**src/rtl/cpu_defs_pkg.sv**
```systemverilog
// ---------------------------------------------------------------------------
// cpu_defs
//   Core-wide constants shared by the fetch stage, CP0 and later pipeline
//   stages: reset/exception vectors, the legal instruction-memory window and
//   the ExcCode values used on the pipeline exception fields.
// ---------------------------------------------------------------------------
package cpu_defs;

  localparam logic [31:0] PC_RESET  = 32'h0000_3000;
  localparam logic [31:0] EXC_ENTRY = 32'h0000_4180;
  localparam logic [31:0] IM_BASE   = 32'h0000_3000;
  localparam logic [31:0] IM_LIMIT  = 32'h0000_6FFC;

  localparam logic [4:0]  EXC_NONE  = 5'd0;
  localparam logic [4:0]  EXC_ADEL  = 5'd4;

endpackage : cpu_defs

```
**src/rtl/fetch_addr_check.sv**
```systemverilog
// ---------------------------------------------------------------------------
// fetch_addr_check
//   Pure combinational address-error detector. Flags a word address that is
//   misaligned or outside the inclusive window [BASE, LIMIT]. Also used by
//   the data-side address checks, so the window is parameterised.
// Ports
//   i_addr  in  32  address to check
//   o_adel  out 1   1 = address error
// ---------------------------------------------------------------------------
module fetch_addr_check
  import cpu_defs::*;
#(
  parameter logic [31:0] BASE  = IM_BASE,
  parameter logic [31:0] LIMIT = IM_LIMIT
) (
  input  logic [31:0] i_addr,
  output logic        o_adel
);

  logic w_misaligned;
  logic w_below;
  logic w_above;

  // Unsigned compares: addresses are never treated as signed.
  assign w_misaligned = (i_addr[1:0] != 2'b00);
  assign w_below      = (i_addr < BASE);
  assign w_above      = (i_addr > LIMIT);

  assign o_adel = w_misaligned | w_below | w_above;

endmodule : fetch_addr_check

```
**src/rtl/fetch_stage.sv**
```systemverilog
// ---------------------------------------------------------------------------
// fetch_stage
//   Instruction-fetch stage: owns the PC register, drives instruction memory
//   and produces the F-side fields for the F/D pipeline register. Selects the
//   next PC among exception entry, ERET return, D-stage branch/jump and
//   sequential fetch, and raises AdEL on illegal fetch addresses.
// Ports
//   clk              in   1   clock, rising edge
//   reset            in   1   synchronous, active-high reset
//   stall            in   1   hazard-unit stall; PC holds
//   exc_req          in   1   CP0 exception/interrupt taken this cycle
//   eret_D           in   1   ERET decoded in D
//   epc              in   32  ERET return target
//   branch_taken_D   in   1   D-stage branch/jump taken
//   branch_target_D  in   32  D-stage branch/jump target
//   is_jump_D        in   1   D instruction is a branch/jump
//   instr_i          in   32  IM read data at im_addr_o
//   im_addr_o        out  32  IM read address (= pc_F)
//   pc_F             out  32  current fetch PC
//   InstrF           out  32  fetched instruction (nop on AdEL)
//   PC_4F            out  32  pc_F + 4
//   ExcCodeF         out  5   0 = none, 4 = AdEL
//   if_bdF           out  1   fetched instruction is a delay slot
//   kill_F           out  1   fetched instruction is wrong-path (after ERET)
// ---------------------------------------------------------------------------
module fetch_stage
  import cpu_defs::*;
(
  input  logic        clk,
  input  logic        reset,
  input  logic        stall,
  input  logic        exc_req,
  input  logic        eret_D,
  input  logic [31:0] epc,
  input  logic        branch_taken_D,
  input  logic [31:0] branch_target_D,
  input  logic        is_jump_D,
  input  logic [31:0] instr_i,
  output logic [31:0] im_addr_o,
  output logic [31:0] pc_F,
  output logic [31:0] InstrF,
  output logic [31:0] PC_4F,
  output logic [4:0]  ExcCodeF,
  output logic        if_bdF,
  output logic        kill_F
);

  logic [31:0] r_pc;
  logic [31:0] w_pc_plus4;
  logic [31:0] w_pc_next;
  logic        w_adel;

  // Wraps modulo 2^32; no saturation.
  assign w_pc_plus4 = r_pc + 32'd4;

  // Exception entry beats stall: CP0 flushes the whole pipe, so holding F
  // would only delay the handler.
  always_comb begin
    w_pc_next = w_pc_plus4;
    if (exc_req)             w_pc_next = EXC_ENTRY;
    else if (stall)          w_pc_next = r_pc;
    else if (eret_D)         w_pc_next = epc;
    else if (branch_taken_D) w_pc_next = branch_target_D;
  end

  // Redirect targets are loaded unchanged even if illegal; the address
  // error is raised when that PC is actually fetched.
  always_ff @(posedge clk) begin
    if (reset) r_pc <= PC_RESET;
    else       r_pc <= w_pc_next;
  end

  fetch_addr_check #(
    .BASE  (IM_BASE),
    .LIMIT (IM_LIMIT)
  ) u_addr_check (
    .i_addr (r_pc),
    .o_adel (w_adel)
  );

  assign im_addr_o = r_pc;
  assign pc_F      = r_pc;
  assign PC_4F     = w_pc_plus4;
  assign InstrF    = w_adel ? 32'h0000_0000 : instr_i;
  assign ExcCodeF  = w_adel ? EXC_ADEL : EXC_NONE;

  // D holds during a stall, so the delay-slot flag stays valid then too.
  assign if_bdF    = is_jump_D;

  // ERET has no delay slot: squash the instruction fetched behind it, unless
  // the ERET is not advancing (stall) or CP0 is flushing everything anyway.
  assign kill_F    = eret_D & ~stall & ~exc_req;

endmodule : fetch_stage
```
**config.mk**
```make
export PLATFORM = sky130hd
export DESIGN_NAME = fetch_stage
export DESIGN_NICKNAME = d
export VERILOG_FILES = /design/src/rtl/cpu_defs_pkg.sv /design/src/rtl/fetch_addr_check.sv /design/src/rtl/fetch_stage.sv
export SDC_FILE = /design/constraint.sdc
export NUM_CORES = 1
export LEC_CHECK = 0
export CAP_MARGIN = 0
export CORE_UTILIZATION = 36
export CTS_BUF_LIST = sky130_fd_sc_hd__clkbuf_4 sky130_fd_sc_hd__clkbuf_8
export CTS_CLUSTER_DIAMETER = 150
export DETAILED_ROUTE_END_ITERATION = 6
export PLACE_DENSITY = 0.84
export SYNTH_ARGS = -nofsm -noshare
export SYNTH_HDL_FRONTEND = slang
export SYNTH_HIERARCHICAL = 1
export SYNTH_SLANG_ARGS = --single-unit
```
**constraint.sdc**
```tcl
create_clock -name clk -period 3.19 [get_ports clk]
set_input_delay 0.7975 -clock clk [delete_from_list [all_inputs] [get_ports clk]]
set_output_delay 0.7975 -clock clk [all_outputs]
set_load 0.02 [all_outputs]
```
======== Word-level counts from Yosys, hierarchy flattened ========
Cells that the tools add are included.
word-level totals
  input port bits ......................... 103
  bits in latches ......................... 0
  logic and storage cells ................. 20
  memories kept ........................... 0
  register bits ........................... 32
  bits in read-only memories .............. 0
  output and inout bits ................... 135
  RAM bits ................................ 0
cells by class
  equality and inequality tests ........... 1
  shifts and indexed selects .............. 0
  bitwise gates (word level) .............. 6
  muxes and demuxes ....................... 6
  magnitude comparators ................... 2
  divide/modulo/power cells ............... 0
  add/sub/neg operators ................... 1
  reductions and logical operators ........ 2
  multiply operators ...................... 0
operator list
  operator                                                                        count
  32-bit two-way mux                                                              3
  32-bit by 3-bit adder with 32-bit output, second input constant                 1
  32-bit by 15-bit > comparator with 1-bit output, second input constant          1
  32-bit by 14-bit less-than comparator with 1-bit output, second input constant  1
  15-bit two-way mux                                                              2
  3-bit two-way mux                                                               1
  1-bit AND                                                                       2
  2-bit by 1-bit != test with 1-bit output, second input constant                 1
  1-bit inverter                                                                  2
  1-bit bitwise OR                                                                2
  2-bit nonzero test                                                              1
  2-bit OR reduction                                                              1

======== Longest topological paths before layout ========
  depth after elaboration ................. 5
  depth in mapped cells ................... 7

======== Modules after synthesis ========
The synthesis kept the hierarchy.
by module, submodules not included
  module            cells an instance  area each (sq um)  sequential area each (sq um)  instances
  fetch_stage       435                3,190.6            640.6                         1
  fetch_addr_check  9                  55.1               0.0                           1

======== Worst setup path before layout ========
OpenSTA, ideal clock, no wires.
  kind .................................... register to output
  start point ............................. register r_pc[2] (netlist: im_addr_o[2])
  end point ............................... output PC_4F[28]
  cell stages (with the launch flop) ...... 6
  path slack .............................. 161 ps
  data required time ...................... 2,393 ps
  arrival ................................. 2,231 ps
  buffers on the path ..................... 0
  path through ............................ dfxtp_1 ha_1 nand3_1 or3_4 or4_4 xnor2_1
on the way
  cells in the longest elaborated chain, start to end .. 1
ends and longest elaborated chain
  element                                   line               text
  start: declaration                        fetch_stage.sv:48  logic [31:0] r_pc;
  start signal: assignment                  fetch_stage.sv:70  else r_pc <= w_pc_next;
  32-bit by 3-bit adder with 32-bit output  fetch_stage.sv:54  assign w_pc_plus4 = r_pc + 32'd4;
  end: declaration                          fetch_stage.sv:42  output logic [31:0] PC_4F,
No other way between the ends.

======== Worst setup path after layout ========
  start point ............................. register r_pc[8] (netlist: im_addr_o[8])
  end point ............................... output PC_4F[24]
The elaborated chain is that of the path after synthesis.

==> impl_metrics.prom <==
# TYPE chip_impl_metric gauge
chip_impl_metric{name="asyncSetResetFlopFracSynth",unit=""} 0
chip_impl_metric{name="cp_data_required_time",unit="ns"} 2.39
chip_impl_metric{name="floorplan.die.height",unit="um"} 96.95
chip_impl_metric{name="min_period_over_period",unit=""} 0.9700
chip_impl_metric{name="first_iter_violations",unit=""} 322
chip_impl_metric{name="yosysWarnings",unit=""} 6
chip_impl_info{name="tritoncts_clock_tree",value="done"} 1
chip_impl_metric{name="start_util",unit=""} 0.3722
chip_impl_metric{name="ant_nets",unit=""} 0
chip_impl_metric{name="sum_of_negative_setup_slack",unit="ns"} 0
chip_impl_metric{name="maxSlewHeadroom",unit=""} 0.6537
chip_impl_metric{name="clkTransAtPathRegs",unit="ns"} 0.07
chip_impl_info{name="critical_path.cell_chain",value="nand4_4, or3_4, o31a_1, or2_2, dlygate4sd2_1"} 1
chip_impl_metric{name="cts_post_setup_buffers_inserted",unit=""} 0
chip_impl_metric{name="cts.sinks",unit=""} 32
chip_impl_metric{name="drc",unit=""} 0
chip_impl_info{name="cp-end-kind",value="output pin"} 1
chip_impl_metric{name="worst_pin_slew",unit="ns"} 0.5194
chip_impl_metric{name="routed_wl",unit="um"} 14200
chip_impl_metric{name="detail_route.wl_per_cell",unit="um"} 18.35
chip_impl_metric{name="clk_path_buf_depth",unit=""} 2
chip_impl_metric{name="gate_count_post_synth",unit=""} 444
chip_impl_metric{name="numPortBuffers",unit=""} 231
chip_impl_metric{name="flow.area_growth_from_synthesis",unit="%"} 81.88
chip_impl_metric{name="cp.arrival",unit="ns"} 2.30
chip_impl_metric{name="globalRouteTotalUtil",unit=""} 0.2859
chip_impl_metric{name="nets",unit=""} 769
chip_impl_info{name="clockRootBuffer",value="sky130_fd_sc_hd__clkbuf_8"} 1
chip_impl_info{name="critical-path-slowest-cell",value="sky130_fd_sc_hd__or3_4"} 1
chip_impl_metric{name="timing.fmax",unit="GHz"} 0.3232
chip_impl_metric{name="synth.cell_area",unit="um^2"} 3246
chip_impl_info{name="worst_hold_path_type",value="reg -> reg"} 1
chip_impl_metric{name="num_antenna_cells",unit=""} 0
chip_impl_info{name="path_class",value="reg -> out"} 1
chip_impl_metric{name="critPathMaxFanout",unit=""} 8
chip_impl_metric{name="total_leakage_power",unit="nW"} 2.960
chip_impl_metric{name="fraction_of_the_yosys_area_taken_by_sequential_cells",unit=""} 0.1974
chip_impl_metric{name="fillers",unit=""} 725
chip_impl_metric{name="finalInstanceArea",unit="um^2"} 5903
chip_impl_info{name="yosys_most_used_dff",value="sky130_fd_sc_hd__dfxtp_1"} 1
chip_impl_metric{name="post_cts.resized_instances",unit=""} 14
chip_impl_metric{name="count_of_hold_buffers_inserted_by_post_cts_repair",unit=""} 0
chip_impl_metric{name="crit_buf_inv",unit=""} 1
chip_impl_info{name="layout.cells.most_common",value="sky130_fd_sc_hd__clkdlybuf4s50_1"} 1
chip_impl_metric{name="grt_antenna_before_repair",unit=""} 0
chip_impl_info{name="layout_common_cells",value="180 x sky130_fd_sc_hd__clkdlybuf4s50_1, 52 x sky130_fd_sc_hd__buf_4, 41 x sky130_fd_sc_hd__dlymetal6s2s_1"} 1
chip_impl_metric{name="dpl-instance-area",unit="um^2"} 5658
chip_impl_metric{name="finalWeightedCongestion",unit=""} 0.9073
chip_impl_metric{name="grt_max_degree",unit=""} 47
chip_impl_metric{name="die_area",unit="um^2"} 9399
chip_impl_metric{name="cellPowerDensity",unit="nW/um^2"} 264.5
chip_impl_metric{name="vias_in_the_first_global_route",unit=""} 4229
chip_impl_info{name="rsz0062_at_grt",value="no"} 1
chip_impl_metric{name="synth.avg_cell_area",unit="um^2"} 7.310
chip_impl_metric{name="num_rows",unit=""} 34
chip_impl_metric{name="critical_path.max_stage_delay",unit="ns"} 0.48
chip_impl_metric{name="tritoncts.num_buffers",unit=""} 5
chip_impl_metric{name="timing_hold_violations_final",unit=""} 0
chip_impl_metric{name="skew_pair_late_insertion_delay",unit="ns"} 0.29
chip_impl_info{name="timing.critical_path.max_delay_family",value="simple AND/OR/NAND/NOR gates"} 1
chip_impl_metric{name="clock_tree.htree_level_count",unit=""} 2
chip_impl_metric{name="setup_viol",unit=""} 0
chip_impl_metric{name="core-area",unit="um^2"} 8721
chip_impl_metric{name="largest_register_ff_count",unit=""} 30
chip_impl_metric{name="detailed_place_hpwl",unit="um"} 10680
chip_impl_metric{name="route.vias.total",unit=""} 4257
chip_impl_metric{name="drt_pre_antenna_iters",unit=""} 5
chip_impl_metric{name="die_w",unit="um"} 96.95
chip_impl_metric{name="vdd.ir_drop.worst",unit="mV"} 0.1958
chip_impl_metric{name="final.min_clock_period",unit="ns"} 3.094
chip_impl_metric{name="yosysUniqueCellTypes",unit=""} 62
chip_impl_info{name="status",value="complete, no violations"} 1
chip_impl_metric{name="grt.overflow.total",unit=""} 0
chip_impl_metric{name="ioPinCount",unit=""} 238
chip_impl_metric{name="drt-vias-per-instance",unit=""} 5.500
chip_impl_metric{name="post_route_cells_drive_above_1_share",unit=""} 0.1381
chip_impl_info{name="critical_path.startpoint_type",value="register"} 1
chip_impl_metric{name="grt_pass1_wl",unit="um"} 21970
chip_impl_metric{name="cap_viol_max_count",unit=""} 0
chip_impl_metric{name="fin_worst_skew",unit="ns"} 0.01179
chip_impl_metric{name="final_max_slew_viol_count",unit=""} 0
chip_impl_metric{name="synth.ff_latch_count",unit=""} 32
chip_impl_metric{name="synth_edf_count",unit=""} 0
chip_impl_metric{name="total_power",unit="mW"} 1.561
report_power, final:
group	switching (mW)	total (mW)	leakage (nW)	internal, mW
logic	0.336	0.680	2.63	0.344
clock network	0.169	0.445	0.0645	0.276
registers	0.0183	0.436	0.262	0.418
total	0.523	1.56	2.96	1.04
path summary, 6_finish.rpt:
check / from / cells past startpoint / end / slack, ns
max: im_addr_o[8] / 5 / PC_4F[24] / 0.1
min: im_addr_o[3] / 2 / im_addr_o[3] / 0.51
max reg2reg: im_addr_o[8] / 5 / im_addr_o[28] / 1.28
min reg2reg: im_addr_o[3] / 2 / im_addr_o[3] / 0.51
cells in the mapped netlist (all sizes together) (2+ instances only):
cell type | n | area [um^2]
a211o | 2 | 17.52
a211oi | 3 | 22.52
a21o | 5 | 37.54
a21oi | 24 | 120.1
a221o | 4 | 40.04
a221oi | 7 | 67.56
a22o | 2 | 17.52
a22oi | 13 | 97.59
a31oi | 8 | 50.05
and3 | 6 | 38.79
and4 | 4 | 36.29
buf | 48 | 341.6
clkbuf | 24 | 92.59
dfxtp | 32 | 640.6
inv | 9 | 33.78
mux2i | 4 | 40.04
nand2 | 35 | 131.4
nand2b | 7 | 43.79
nand3 | 16 | 85.08
nand4 | 15 | 115.1
nor2 | 33 | 123.9
nor2b | 35 | 219.0
nor3 | 12 | 81.33
nor4 | 11 | 113.9
o211ai | 3 | 22.52
o21ai | 22 | 113.9
o22ai | 4 | 25.02
o31a | 3 | 26.28
or2 | 5 | 31.28
or3 | 2 | 17.52
or4 | 6 | 48.80
xnor2 | 20 | 175.2
xor2 | 7 | 61.31
cell type report:
type / count / area, um^2 / share of cell area
clock buffers: 7 / 96.34 / 0.01632
clock inverters: 1 / 30.03 / 0.005087
inverters: 9 / 33.78 / 0.005723
multi-input cells: 334 / 2181 / 0.3694
flip-flops and latches: 32 / 641.9 / 0.1087
well taps: 108 / 135.1 / 0.02289
repair buffers: 283 / 2785 / 0.4718
cells by family (layout without fill, tap and decap cells):
| group | count (synthesis) | after routing | synth area share |
|---|---|---|---|
| compound gates | 109 | 109 | 0.2282 |
| xor+xnor | 27 | 27 | 0.07286 |
| fa+ha+maj | 1 | 1 | 0.003854 |
| buf+inv | 81 | 300 | 0.1442 |
| flops | 32 | 32 | 0.1974 |
| mux | 5 | 5 | 0.01581 |
| other cells | 1 | 4 | 0.001155 |
| simple gates | 188 | 188 | 0.3366 |
per-layer routing:
metal | GRT usage | share of wire
met1 | 0.3511 | 0.40
met2 | 0.5005 | 0.50
met3 | 0.05853 | 0.083
met4 | 0.08381 | 0.016
met5 | 0 | 0
metrics by stage:
stage | cells | util | hold WS, ns | setup slack (ns)
after floorplan | 447 | - | 0.5854 | 0.1611
after global routing | 774 | 0.6769 | 0.5465 | 0.008608
after global placement | 766 | 0.6488 | 0.5074 | 0.1301
final | 774 | 0.6769 | 0.5148 | 0.09561
after CTS | 774 | 0.6643 | 0.5465 | 0.001305
after detailed placement | 766 | 0.6488 | 0.5351 | 0.08263
worst min-delay path: cells and delay by family, from the launching register on:
family,cells,cell delay [ns]
flops,1,0.35
compound gates,1,0.05
simple gates,1,0.07
(Power assumes the default switching activity.)
